==> config.mk <==
export PLATFORM = sky130hd
export DESIGN_NAME = result_collector
export DESIGN_NICKNAME = d
export VERILOG_FILES = /design/src/rtl/result_collector.sv
export SDC_FILE = /design/constraint.sdc
export NUM_CORES = 1
export LEC_CHECK = 0
export ABC_AREA = 1
export BUFFER_PORTS_ARGS = -buffer_cell sky130_fd_sc_hd__buf_2
export CAP_MARGIN = 15
export CORE_MARGIN = 2
export CORE_UTILIZATION = 24
export DETAILED_ROUTE_END_ITERATION = 12
export PLACE_DENSITY_LB_ADDON = 0.2
export SYNTH_ARGS = -nofsm -noshare
export SYNTH_HDL_FRONTEND = slang
export SYNTH_SLANG_ARGS = --single-unit
==> constraint.sdc <==
create_clock -name clk -period 8.44 [get_ports clk]
set_clock_uncertainty 0.2 [all_clocks]
set_input_delay 0.844 -clock clk [delete_from_list [all_inputs] [get_ports clk]]
set_output_delay 0.844 -clock clk [all_outputs]
set_load 0.05 [all_outputs]
==> src/rtl/result_collector.sv <==
// result_collector: gathers DEPTH result words into a frame buffer while
// XOR-accumulating a checksum, then drains the frame to a valid/ready
// consumer. Words that arrive while draining are dropped and flagged,
// except on the final transfer, where the word opens the next frame.
module result_collector #(
    parameter int WIDTH = 32,
    parameter int DEPTH = 8
) (
    input  logic             clk,
    input  logic             reset,
    input  logic [WIDTH-1:0] in_data,
    input  logic             in_valid,
    output logic [WIDTH-1:0] out_data,
    output logic             out_valid,
    input  logic             out_ready,
    output logic             out_last,
    output logic [WIDTH-1:0] checksum,
    output logic             checksum_valid,
    output logic             busy,
    output logic             overrun
);

    localparam int AW = $clog2(DEPTH);
    localparam logic [AW-1:0] LAST_IDX = AW'(DEPTH - 1);
    localparam logic [AW-1:0] ONE      = AW'(1);

    typedef enum logic [1:0] {
        IDLE  = 2'd0,
        FILL  = 2'd1,
        DRAIN = 2'd2
    } state_t;

    state_t           state;
    logic [AW-1:0]    wr_cnt;
    logic [AW-1:0]    rd_ptr;
    logic [WIDTH-1:0] buf_mem [DEPTH];

    logic             xfer;
    logic             frame_done;
    logic             wr_en;
    logic [AW-1:0]    wr_addr;

    // out_valid is only ever high in DRAIN, so a transfer of the last word
    // is exactly the frame-complete event.
    assign xfer       = out_valid & out_ready;
    assign frame_done = xfer & out_last;

    // Buffer write port: word 0 on frame start (from IDLE or on the final
    // drain transfer), word wr_cnt while filling.
    always_comb begin
        wr_en   = 1'b0;
        wr_addr = '0;
        unique case (state)
            IDLE: begin
                wr_en = in_valid;
            end
            FILL: begin
                wr_en   = in_valid;
                wr_addr = wr_cnt;
            end
            DRAIN: begin
                wr_en = in_valid & frame_done;
            end
            default: begin
                wr_en = 1'b0;
            end
        endcase
    end

    // Frame storage is data only and is left uninitialised by reset.
    always_ff @(posedge clk) begin
        if (wr_en) begin
            buf_mem[wr_addr] <= in_data;
        end
    end

    // rd_ptr only moves on a transfer, so the presented word holds while stalled.
    assign out_data = buf_mem[rd_ptr];

    // Control FSM with registered status outputs and running checksum.
    always_ff @(posedge clk or posedge reset) begin
        if (reset) begin
            state          <= IDLE;
            wr_cnt         <= '0;
            rd_ptr         <= '0;
            checksum       <= '0;
            out_valid      <= 1'b0;
            out_last       <= 1'b0;
            checksum_valid <= 1'b0;
            busy           <= 1'b0;
            overrun        <= 1'b0;
        end else begin
            unique case (state)
                IDLE: begin
                    if (in_valid) begin
                        wr_cnt   <= ONE;
                        checksum <= in_data;
                        busy     <= 1'b1;
                        state    <= FILL;
                    end
                end
                FILL: begin
                    if (in_valid) begin
                        checksum <= checksum ^ in_data;
                        if (wr_cnt == LAST_IDX) begin
                            wr_cnt         <= '0;
                            rd_ptr         <= '0;
                            out_valid      <= 1'b1;
                            out_last       <= 1'b0;
                            checksum_valid <= 1'b1;
                            state          <= DRAIN;
                        end else begin
                            wr_cnt <= wr_cnt + ONE;
                        end
                    end
                end
                DRAIN: begin
                    if (xfer) begin
                        if (out_last) begin
                            out_valid      <= 1'b0;
                            out_last       <= 1'b0;
                            checksum_valid <= 1'b0;
                            rd_ptr         <= '0;
                            if (in_valid) begin
                                wr_cnt   <= ONE;
                                checksum <= in_data;
                                state    <= FILL;
                            end else begin
                                busy  <= 1'b0;
                                state <= IDLE;
                            end
                        end else begin
                            rd_ptr   <= rd_ptr + ONE;
                            out_last <= ((rd_ptr + ONE) == LAST_IDX);
                        end
                    end
                    // Any word arriving mid-drain has nowhere to go.
                    if (in_valid && !frame_done) begin
                        overrun <= 1'b1;
                    end
                end
                default: begin
                    state <= IDLE;
                end
            endcase
        end
    end

endmodule
==> results of run 1 <==
logic make-up (layout without fill, tap and decap cells):
family          Yosys count  count (layout)  share of synthesized area
compound gates          169             169                    0.07261
simple gates            607             607                     0.1854
flops                   300             300                     0.6873
fa+ha+maj                 4               4                   0.003914
buf+inv                 144             270                    0.05069
worst max path at each step:
stage / from / to / slack [ns] / depth (start not counted)
floorplan: out_ready / buf_mem[2][0]$_DFFE_PP_ / 4.18 / 6
global placement: rd_ptr[0]$_DFFE_PP0P_ / out_data[31] / 4.37 / 9
detailed placement: rd_ptr[0]$_DFFE_PP0P_ / out_data[31] / 4.39 / 9
CTS: rd_ptr[0]$_DFFE_PP0P_ / out_data[31] / 3.80 / 9
global route: rd_ptr[0]$_DFFE_PP0P_ / out_data[31] / 3.58 / 9
finish: rd_ptr[0]$_DFFE_PP0P_ / out_data[31] / 3.88 / 9
worst reg2reg max path, stage by stage (launching register included):
cell and delay (ns):
dfrtp_1 0.39, inv_2 0.13, nand2_1 0.08, nor2_2 0.15, nor2_4 0.19, buf_4 0.35, nor3_2 0.69, buf_4 0.58
sequential cells by signal, indices dropped and copies added, names as in the netlist:
| name | count |
|---|---|
| rd_ptr | 3 |
| out_last | 1 |
| state | 2 |
| checksum | 32 |
| wr_cnt | 3 |
| checksum_valid | 1 |
| busy | 1 |
| buf_mem | 256 |
| overrun | 1 |
power by group:
group | switching [mW] | internal, mW | total (mW)
Clock | 0.611 | 0.927 | 1.54
Sequential | 0.0947 | 1.85 | 1.95
Combinational | 0.835 | 0.235 | 1.07
cells in the final DEF (no fill, tap or decap):
cell / n
nand2_1: 448
edfxtp_1: 256
o21ai_0: 121
nor2_1: 106
buf_2: 104
inv_1: 74
dfrtp_1: 41
clkbuf_16: 38
nand3_1: 37
o211ai_1: 32
buf_4: 22
o21ai_1: 14
clkbuf_1: 11
nor3_2: 8
clkinv_2: 6
inv_2: 4
ha_1: 4
clkinv_1: 4
bufinv_16: 3
nor2_2: 2
nand3_2: 2
nor2_4: 2
dfrtp_4: 2
inv_4: 1
a21oi_1: 1
o21bai_1: 1
nor3_1: 1
nand4_1: 1
clkinv_8: 1
inv_6: 1
clkbuf_8: 1
dfrtp_2: 1
metal layers:
layer  share of wire  GRT usage
met5               0          0
met2            0.46     0.2004
met4           0.018    0.03280
met3           0.040    0.02643
met1            0.48     0.1660
area by class of cell:
cell class,count,area [µm²]
clock inverters,15,160.2
multi-input cells,780,3390
inverters,79,299.0
fillers,5358,37460
clock buffers,50,1006
repair buffers,126,685.7
well taps,688,860.8
flip-flops and latches,300,8797
==> metrics.md, run 1 <==
| Metric | Value |
|---|---|
| Reg2Reg Depth | `7` |
| Final Hold Vio Count | `0` |
| WL final | `34200 µm` |
| Synth top area share | `0.6012` |
| Num CTS Buffers | `36` |
| Vias in the first global route | `8530` |
| Status | `completed` |
| Synth Warn # | `0` |
| Post_cts resized | `0` |
| Final period util | `0.5405` |
| Most frequent cell after synthesis | `nand2_1` |
| Post-Route Utilization | `0.2886` |
| Max Cap Viol | `0` |
| Post-synth EDFFs | `256` |
| Vias post-DR | `8642` |
| Crit-path cells | `buf_4, buf_4, nor2_1, nor2_1, o21ai_0, nand2_1, nand2_1, nand2_1, buf_2` |
| Antenna Cells | `0` |
| Initial antenna violation count | `0` |
| Data arrival time of the critical path | `3.52 ns` |
| Overflow left after global routing | `0` |
| Worst Hold Path Cells | `1` |
| Prevailing post-synth register cell | `edfxtp_1` |
| Fin crit period | `4.562 ns` |
| Die Ht | `234.8 µm` |
| Vias/cell | `4.240` |
| Routability cong. | `0.6863` |
| Die W | `234.8 µm` |
| Slack of the critical path | `3.878 ns` |
| Post-Syn Instances | `1224` |
| Final ANT Viol Nets | `0` |
| Cell family with most CP delay | `buffers and inverters` |
| Per-cell routed wire length | `16.78 µm` |
| Port Buf Inserts | `104` |
| Share of cells above drive strength 1 | `0.1467` |
| Core area | `52660 µm²` |
| Syn_nets | `1264` |
| Hold endpoint | `overrun$_DFFE_PP0P_` |
| Max Fclk | `219.2 MHz` |
| Area contributors post-synth | `edfxtp_1 (60%), nand2_1 (13%), dfrtp_1 (8.6%)` |
| Asr flop ratio synth | `0.1467` |
| Worst EP required | `7.40 ns` |
| Layout Area Growth over Synthesis | `18.87%` |
| Root buffer cell | `clkbuf_16` |
| Most used cell, CP | `nand2_1` |
| Sequential area share after synthesis | `0.6873` |
| Syn_area_per_cell | `10.45 µm²` |
| Peak VDD IR | `135.4 µV` |
| Row Count | `84` |
| I/O pin count | `105` |
| Worst-Margin Slew | `1.085 ns` |
| CTS tree | `yes` |
| CTS H-Tree Depth | `2` |
| Clock latency on the worst-skew pair | `0.53 ns` |
| Critical R2R Capture | `buf_mem[2][11]$_DFFE_PP_` |
| Global-route usage over all layers | `0.1232` |
| Setup crit end kind | `primary output` |
| Rel. slew slack | `0.2764` |
| Worst-path clk slew | `0.05 ns` |
| Reg2Reg Setup Slack | `5.29 ns` |
| Launch point of the worst hold path | `overrun$_DFFE_PP0P_` |
| TritonCTS Sinks | `300` |
| Largest net degree at the start of global routing | `96` |
| Drt initial violations | `480` |
| Worst R2R Start | `state[0]$_DFFE_PP0P_` |
| Die ar. | `55140 µm²` |
| Overall Power | `4.554 mW` |
| Placed Instances | `1973` |
| Cts hold-fix bufs | `0` |
| Clock buffer depth | `3` |
| Critical path class | `register to primary output` |
| Setup TNS | `0 ns` |
| Critical-path top delay cell | `buf_4` |
| Crit-path max cell delay | `0.83 ns` |
| Most common library cells after synthesis | `nand2_1 (448), edfxtp_1 (256), o21ai_0 (121)` |
| Leading area contributor after synthesis | `edfxtp_1` |
| Setup violators final | `0` |
| Final Net Count | `1363` |
| P_leak | `6.038 nW` |
| Critical path launch point type | `register` |
| Synth Cell Area | `12790 µm²` |
| Placed inst area | `14030 µm²` |
| RSZ-0062 raised after global routing | `no` |
| Fin Hold WS | `0.2775 ns` |
| Finished Layout Cells | `2038` |
| Post-CTS setup repair buffer count | `0` |
| Drt drc | `0` |
| Crit Path Max Fanout | `95` |
| Slew Limit Fails | `0` |
| Cell area after layout | `15200 µm²` |
| Worst slack, placed | `4.393 ns` |
| Flops & latches, synth | `300` |
| Pwr Density | `299.6 nW/µm²` |
| Hpwl dp | `19140 µm` |
| Worst Path Buf+Inv | `3` |
| Worst hold path type | `register to register` |
| Post-synth cell types | `24` |
| First-pass GRT wire length | `52350 µm` |
| Initial Util | `0.2428` |
| First-pass iteration count of the detailed router | `5` |
No activity file was read; power rests on OpenSTA's default activity.
==> run 2: changes to the inputs <==
==> constraint.sdc (replaced) <==
create_clock -name clk -period 3.7 [get_ports clk]
set_clock_uncertainty 0.2 [all_clocks]
set_input_delay 0.37 -clock clk [delete_from_list [all_inputs] [get_ports clk]]
set_output_delay 0.37 -clock clk [all_outputs]
set_load 0.05 [all_outputs]
==> run 2 against run 1 <==
Cell area rose by 2.4%. Worst setup slack got worse by 3.3 ns. Utilization is 0.69 points higher. Power increased by 130%. Global-route usage is 0.069 points higher. First-iteration DRC count grew 11%. Critical path depth unchanged. Sequential share of layout area shrank 1.3 points. Critical endpoint is now out_data[25]. Largest power group unchanged.
==> metrics.md, run 2 (synthesis results as in run 1) <==
| Metric | Value |
|---|---|
| Internal power | `6.776 mW (+120%)` |
| Post-Route Utilization | `0.2955 (+0.006867)` |
| Max Cap Viol | `0 (unchanged)` |
| Biggest register | `buf_mem` |
| Clock share of power | `0.329 (-0.009)` |
| P_leak | `6.194 nW (+2.6%)` |
| Post-CTS setup repair buffer count | `0 (unchanged)` |
| Worst-path clk slew | `0.06 ns (about the same)` |
| Per-cell routed wire length | `16.47 µm (-1.8%)` |
| Worst EP required | `3.13 ns (-4.27 ns)` |
| Fin Hold WS | `0.05015 ns (-0.2274 ns)` |
| Final Net Count | `1401 (+2.8%)` |
| Post_cts resized | `0 (unchanged)` |
| Worst slack, placed | `1.063 ns (-3.330 ns)` |
| Setup violators final | `0 (unchanged)` |
| Port Buf Inserts | `104 (unchanged)` |
| Fillers | `5470 (+2.1%)` |
| Clock latency on the worst-skew pair | `0.55 ns (+0.02 ns)` |
| Drt initial violations | `531 (+11%)` |
| Commonest non-fill, non-tap cell in the layout | `nand2_1` |
| Worst-Margin Slew | `0.9577 ns (-0.1277 ns)` |
| Share of cells above drive strength 1 | `0.1463 (-0.0004131)` |
| Overflow left after global routing | `0 (unchanged)` |
| Critical path launch point type | `register` |
| Comb power frac | `0.240 (+0.005)` |
| Drt drc | `0 (unchanged)` |
| Worst hold path type | `input port to register` |
| Vias in the first global route | `8693 (+1.9%)` |
| Switching power share of the total | `0.3432 (+0.004893)` |
| Root buffer cell | `clkbuf_16` |
| Num CTS Buffers | `37 (+2.8%)` |
| Data arrival time of the critical path | `2.56 ns (-0.96 ns)` |
| TritonCTS Sinks | `300 (unchanged)` |
| Cell area after layout | `15560 µm² (+2.4%)` |
| Crit Path Max Fanout | `52 (-45%)` |
| Largest net degree at the start of global routing | `163 (+70%)` |
| CTS tree | `yes` |
| Largest registers | `buf_mem: 256 flops, checksum: 32 flops` |
| Core area | `52660 µm² (unchanged)` |
| Pwr Density | `663.0 nW/µm² (+120%)` |
| Status | `completed` |
| Global-route usage over all layers | `0.1239 (+0.0006937)` |
| Fin crit period | `3.130 ns` |
| Die ar. | `55140 µm² (unchanged)` |
| Final period util | `0.8458` |
| Initial antenna violation count | `0 (unchanged)` |
| Initial Util | `0.2428 (unchanged)` |
| Hpwl dp | `19040 µm (-0.54%)` |
| Routability cong. | `0.7222 (+5.2%)` |
| Slew Limit Fails | `0 (unchanged)` |
| Final Hold Vio Count | `0 (unchanged)` |
| CTS H-Tree Depth | `2 (unchanged)` |
| Max reg flops | `256 (unchanged)` |
| Clock buffer depth | `3 (unchanged)` |
| First-pass iteration count of the detailed router | `5 (unchanged)` |
| Seq pwr share | `0.430 (+0.003)` |
| Max Fclk | `319.5 MHz` |
| Layout Area Growth over Synthesis | `21.69%` |
| Die Ht | `234.8 µm (unchanged)` |
| Rel. slew slack | `0.3616 (+0.08516)` |
| Vias post-DR | `8700 (+0.67%)` |
| WL final | `34210 µm (about the same)` |
| Row Count | `84 (unchanged)` |
| Peak VDD IR | `283.5 µV (+110%)` |
| NetSw | `3.540 mW (+130%)` |
| RSZ-0062 raised after global routing | `no` |
| Die W | `234.8 µm (unchanged)` |
| Setup crit end kind | `primary output` |
| First-pass GRT wire length | `52830 µm (+0.92%)` |
| Final ANT Viol Nets | `0 (unchanged)` |
| Most frequent cells in the layout | `nand2_1 (448), edfxtp_1 (256), o21ai_0 (121)` |
| Slack of the critical path | `0.5704 ns (-3.308 ns)` |
| Placed inst area | `14090 µm² (+0.43%)` |
| Vias/cell | `4.189 (-1.2%)` |
| I/O pin count | `105 (unchanged)` |
| Critical path class | `register to primary output` |
run 2: changes by cell type in the layout (fill, tap and decap cells not counted):
cell,change
buf_12,+3
bufinv_16,-2
clkbuf_1,-4
clkbuf_16,-1
clkbuf_8,+3
clkinv_1,+3
clkinv_2,+1
clkinv_8,-1
diode_2,+1
dlygate4sd3_1,+34
inv_6,+2
run 2: path summary, 6_finish.rpt:
kind	start	to	slack, ns	cells past startpoint
max	rd_ptr[0]$_DFFE_PP0P_	out_data[25]	0.57	9
min	out_ready	busy$_DFFE_PP0P_	0.05	4
max reg2reg	state[1]$_DFFE_PP0P_	buf_mem[5][18]$_DFFE_PP_	1.33	4
min reg2reg	overrun$_DFFE_PP0P_	overrun$_DFFE_PP0P_	0.29	1
max in group asynchronous	reset	checksum[23]$_DFFE_PP0P_	2.08	4
min in group asynchronous	reset	checksum[3]$_DFFE_PP0P_	0.39	3
run 2: area by class of cell:
class,instances,area (µm²),area share
inverters,79,299.0,0.01922
multi-input cells,780,3390,0.2178
clock inverters,18,117.6,0.007559
clock buffers,48,1007,0.06473
well taps,688,860.8,0.05532
repair buffers,163,1086,0.06980
flip-flops and latches,300,8797,0.5654
diodes,1,2.502,0.0001608
run 2: power by group through the flow:
stage	clock network (mW)	logic, mW	registers [mW]
after global routing	3.65	2.73	4.50
after CTS	3.52	2.54	4.44
final	3.40	2.48	4.44
after global placement	0	2.47	4.50
after floorplan	0	1.28	4.95
after detailed placement	0	2.50	4.51
run 2: through the flow:
| stage | std cells | power [mW] | setup TNS [ns] |
|---|---|---|---|
| after detailed placement | 1976 | 7.008 | 0 |
| after floorplan | 1224 | 6.239 | -120.72 |
| after global routing | 2076 | 10.88 | 0 |
| after CTS | 2076 | 10.50 | 0 |
| after global placement | 1976 | 6.966 | 0 |
| final | 2077 | 10.32 | 0 |
run 2: timing repair:
item,CTS,global route
setup endpoints to repair,0,0
hold buffers,34,0
hold endpoints to repair,285,0
run 2: worst max-delay path, stage by stage (launching register included):
cell and delay, ns:
dfrtp_4 0.50, inv_4 0.46, buf_4 0.35, nand2_1 0.07, nand2_1 0.06, nand2_1 0.05, o21ai_0 0.09, nand2_1 0.07
nand2_1 0.09, buf_2 0.26
run 2: routing by layer:
layer	share of wire	track usage
met1	0.47	0.1669
met2	0.47	0.2020
met3	0.050	0.02843
met4	0.015	0.02915
met5	0	0
==> run 3: changes to the inputs <==
--- a/config.mk
+++ b/config.mk
@@ -5,7 +5,7 @@
 export SDC_FILE = /design/constraint.sdc
 export NUM_CORES = 1
 export LEC_CHECK = 0
-export ABC_AREA = 1
+export ABC_AREA = 0
 export BUFFER_PORTS_ARGS = -buffer_cell sky130_fd_sc_hd__buf_2
 export CAP_MARGIN = 15
 export CORE_MARGIN = 2
==> constraint.sdc (replaced) <==
create_clock -name clk -period 2.9 [get_ports clk]
set_clock_uncertainty 0.2 [all_clocks]
set_input_delay 0.29 -clock clk [delete_from_list [all_inputs] [get_ports clk]]
set_output_delay 0.29 -clock clk [all_outputs]
set_load 0.05 [all_outputs]
==> run 3 against run 2 <==
Clock power up 37%. Utilization up 0.75 points. Area after synthesis down 1.3%. Via count down 11%. First-iteration DRC count down 3.8%. Sequential share of layout area down 0.96 points. Hold slack better by 0.0067 ns. Non-clock buffer count up 19. Cell area up 1.7%. Global-route usage up 1.1 points. Critical endpoint is now out_data[22]. Largest power group unchanged.
==> metrics.md, run 3 <==
| Metric | Value |
|---|---|
| Complex-gate fraction of the synthesized area | `0.03402 (-0.03859)` |
| Die W | `233.3 µm (-0.66%)` |
| Hpwl dp | `21940 µm (+15%)` |
| Largest registers | `buf_mem: 256 flops, checksum: 32 flops` |
| Crit-path max cell delay | `0.53 ns (+0.03 ns)` |
| Vias in the first global route | `7907 (-9.0%)` |
| Worst-path clk slew | `0.06 ns (about the same)` |
| Crit Path Max Fanout | `10 (-81%)` |
| Antenna Cells | `0 (-1)` |
| Crit-path cells | `buf_4, buf_6, mux4_2, nand2_1, nand2_1, buf_2` |
| Post-synth EDFFs | `256 (unchanged)` |
| Synth Warn # | `0 (unchanged)` |
| Num CTS Buffers | `36 (-2.7%)` |
| Finished Layout Cells | `1682 (-19%)` |
| Die Ht | `233.3 µm (-0.66%)` |
| Core area | `52240 µm² (-0.80%)` |
| Die ar. | `54410 µm² (-1.3%)` |
| Placed Instances | `1577 (-20%)` |
| Final Hold Vio Count | `0 (unchanged)` |
| Largest net degree at the start of global routing | `39 (-76%)` |
| Final Net Count | `1007 (-28%)` |
| Met2 wire length | `17370 µm (+9.0%)` |
| Met3 routed WL | `1642 µm (-3.4%)` |
| Flops & latches, synth | `300 (unchanged)` |
| Prevailing post-synth register cell | `edfxtp_1` |
| Critical R2R Capture | `buf_mem[4][8]$_DFFE_PP_` |
| RSZ-0062 raised after global routing | `no` |
| M1 wire length | `16360 µm (+1.9%)` |
| Worst Path Buf+Inv | `3 (unchanged)` |
| Port Buf Inserts | `104 (unchanged)` |
| CTS H-Tree Depth | `2 (unchanged)` |
| Reg2Reg Depth | `4 (unchanged)` |
| Initial Util | `0.2415 (-0.001327)` |
| Clock buffer depth | `3 (unchanged)` |
| Slack of the critical path | `0.1404 ns (-0.4300 ns)` |
| Xor and xnor area share after synthesis | `0.0006943 (+0.0006943)` |
| Per-cell routed wire length | `21.36 µm (+30%)` |
| Overall Power | `15.47 mW (+50%)` |
| Sequential area share after synthesis | `0.6967 (+0.009340)` |
| Rel. slew slack | `0.6353 (+0.2737)` |
| First-pass iteration count of the detailed router | `5 (unchanged)` |
| Synth Cell Area | `12610 µm² (-1.3%)` |
| Final period util | `0.9516` |
| Setup crit end kind | `primary output` |
| Cell family with most CP delay | `buffers and inverters` |
| Root buffer cell | `clkbuf_16` |
| Slew Limit Fails | `0 (unchanged)` |
| Hold endpoint | `overrun$_DFFE_PP0P_` |
| Global-route usage over all layers | `0.1347 (+0.01079)` |
| Most common library cells after synthesis | `edfxtp_1 (256), nand2_1 (101), a21oi_1 (70)` |
| Worst slack, placed | `0.4007 ns (-0.6627 ns)` |
| Synthesized-area fraction occupied by adder cells | `0.003967 (+0.00005319)` |
| Most used cell, CP | `nand2_1` |
| Worst Hold Path Cells | `3 (-1)` |
| Most frequent cell after synthesis | `edfxtp_1` |
| Peak VDD IR | `383.5 µV (+35%)` |
| Drt drc | `0 (unchanged)` |
| Setup violators final | `0 (unchanged)` |
| Initial antenna violation count | `1 (+1)` |
| Share of cells above drive strength 1 | `0.2877 (+0.1415)` |
| Critical path class | `register to primary output` |
| Max Cap Viol | `0 (unchanged)` |
| Synth top area share | `0.6094 (+0.008170)` |
| Post-Route Utilization | `0.3030 (+0.007457)` |
| Worst hold path type | `input port to register` |
| Clock latency on the worst-skew pair | `0.54 ns (about the same)` |
| Syn_nets | `843 (-33%)` |
| Max Fclk | `362.4 MHz` |
| Critical-path top delay cell | `mux4_2` |
| First-pass GRT wire length | `53960 µm (+2.1%)` |
| Routability cong. | `0.7027 (-2.7%)` |
| Vias post-DR | `7761 (-11%)` |
| Max reg flops | `256 (unchanged)` |
| Data arrival time of the critical path | `2.27 ns (-0.29 ns)` |
| Critical path launch point type | `register` |
| Fin Hold WS | `0.05685 ns (+0.006704 ns)` |
| Biggest register | `buf_mem` |
| Pwr Density | `977.4 nW/µm² (+47%)` |
| Post-synth cell types | `38 (+58%)` |
| I/O pin count | `105 (unchanged)` |
| Largest family of logic cells by synthesized area | `simple AND/OR/NAND/NOR gates` |
| Overflow left after global routing | `0 (unchanged)` |
| Reg2Reg Setup Slack | `0.60 ns (-0.73 ns)` |
| Drt initial violations | `511 (-3.8%)` |
| Post-synthesis mux area share | `0.1178 (+0.1178)` |
| Syn_area_per_cell | `15.71 µm² (+50%)` |
| Fin crit period | `2.760 ns` |
| Worst R2R Start | `state[1]$_DFFE_PP0P_` |
| TritonCTS Sinks | `300 (unchanged)` |
| Commonest non-fill, non-tap cell in the layout | `edfxtp_1` |
| Final ANT Viol Nets | `0 (unchanged)` |
| Layout Area Growth over Synthesis | `25.45%` |
| CTS tree | `yes` |
| Launch point of the worst hold path | `out_ready` |
| Status | `completed` |
| Worst EP required | `2.41 ns (-0.72 ns)` |
| Area contributors post-synth | `edfxtp_1 (61%), mux4_2 (11%), dfrtp_1 (8.7%)` |
| Asr flop ratio synth | `0.1467 (unchanged)` |
| P_leak | `5.346 nW (-14%)` |
| Row Count | `84 (unchanged)` |
| Simple-gate share of the synthesized area | `0.1222 (-0.06324)` |
| Top Layer Used | `met5` |
| Vias/cell | `4.614 (+10%)` |
| WL final | `35930 µm (+5.0%)` |
| Worst-Margin Slew | `0.5463 ns (-0.4113 ns)` |
| Most frequent cells in the layout | `edfxtp_1 (256), buf_2 (103), nand2_1 (101)` |
| Leading area contributor after synthesis | `edfxtp_1` |
| Post-Syn Instances | `803 (-34%)` |
==> run 3: power breakdown <==
| part | switching (mW) | leakage [nW] | internal, mW |
|---|---|---|---|
| combinational | 3.32 | 1.93 | 1.42 |
| clock | 1.85 | 0.586 | 2.80 |
| sequential | 0.522 | 2.83 | 5.56 |
| total | 5.69 | 5.35 | 9.78 |
==> run 3: worst register-to-register path: stages, from the launching register on <==
cell	delay (ns)
dfrtp_1	0.49
and2b_2	0.30
nand3_1	0.33
nor3_4	0.25
buf_4	0.38
==> run 3: per-stage QoR <==
step / TNS, ns / instance area, µm²
after floorplan: -50.42 / 12650
after global placement: 0 / 14220
after detailed placement: 0 / 14220
after CTS: 0 / 15830
after global routing: 0 / 15830
final: 0 / 15830
==> run 3: layer usage <==
layer  track usage  up-vias
met3       0.03003       39
met4       0.03145        2
li1              -     3493
met1        0.1835     4033
met2        0.2181      194
met5             0        -
==> run 3: area by class of cell <==
class / count / area, µm²
timing repair buffer: 182 / 1345
multi-input combinational: 440 / 3596
fill: 5167 / 36410
sequential: 300 / 8796
clock buffer: 42 / 944.7
clock inverter: 23 / 256.5
tap: 688 / 860.8
inverter: 7 / 26.28
==> run 3: worst max path at each step <==
stage / slack (ns) / end / start / cells after the start
floorplan: -0.29 / buf_mem[7][0]$_DFFE_PP_ / state[1]$_DFFE_PP0P_ / 6
global placement: 0.40 / out_data[9] / rd_ptr[1]$_DFFE_PP0P_ / 5
detailed placement: 0.40 / out_data[9] / rd_ptr[1]$_DFFE_PP0P_ / 5
CTS: 0.09 / out_data[22] / rd_ptr[1]$_DFFE_PP0P_ / 6
global route: 0.02 / out_data[22] / rd_ptr[1]$_DFFE_PP0P_ / 6
finish: 0.14 / out_data[22] / rd_ptr[1]$_DFFE_PP0P_ / 6
==> run 3: logic make-up after synthesis <==
logic type | after synthesis
AND/OR/NAND/NOR | 285
buffers and inverters | 63
flip-flops | 300
XOR/XNOR | 1
adder cells (fa/ha/maj) | 4
AO/OA/AOI/OAI | 82
multiplexers | 68
==> run 3: repair_timing <==
action,CTS,global route
resized for setup,0,0
setup endpoints to repair,26,0
hold buffers,33,0
buffers inserted,7,0
hold endpoints to repair,278,0
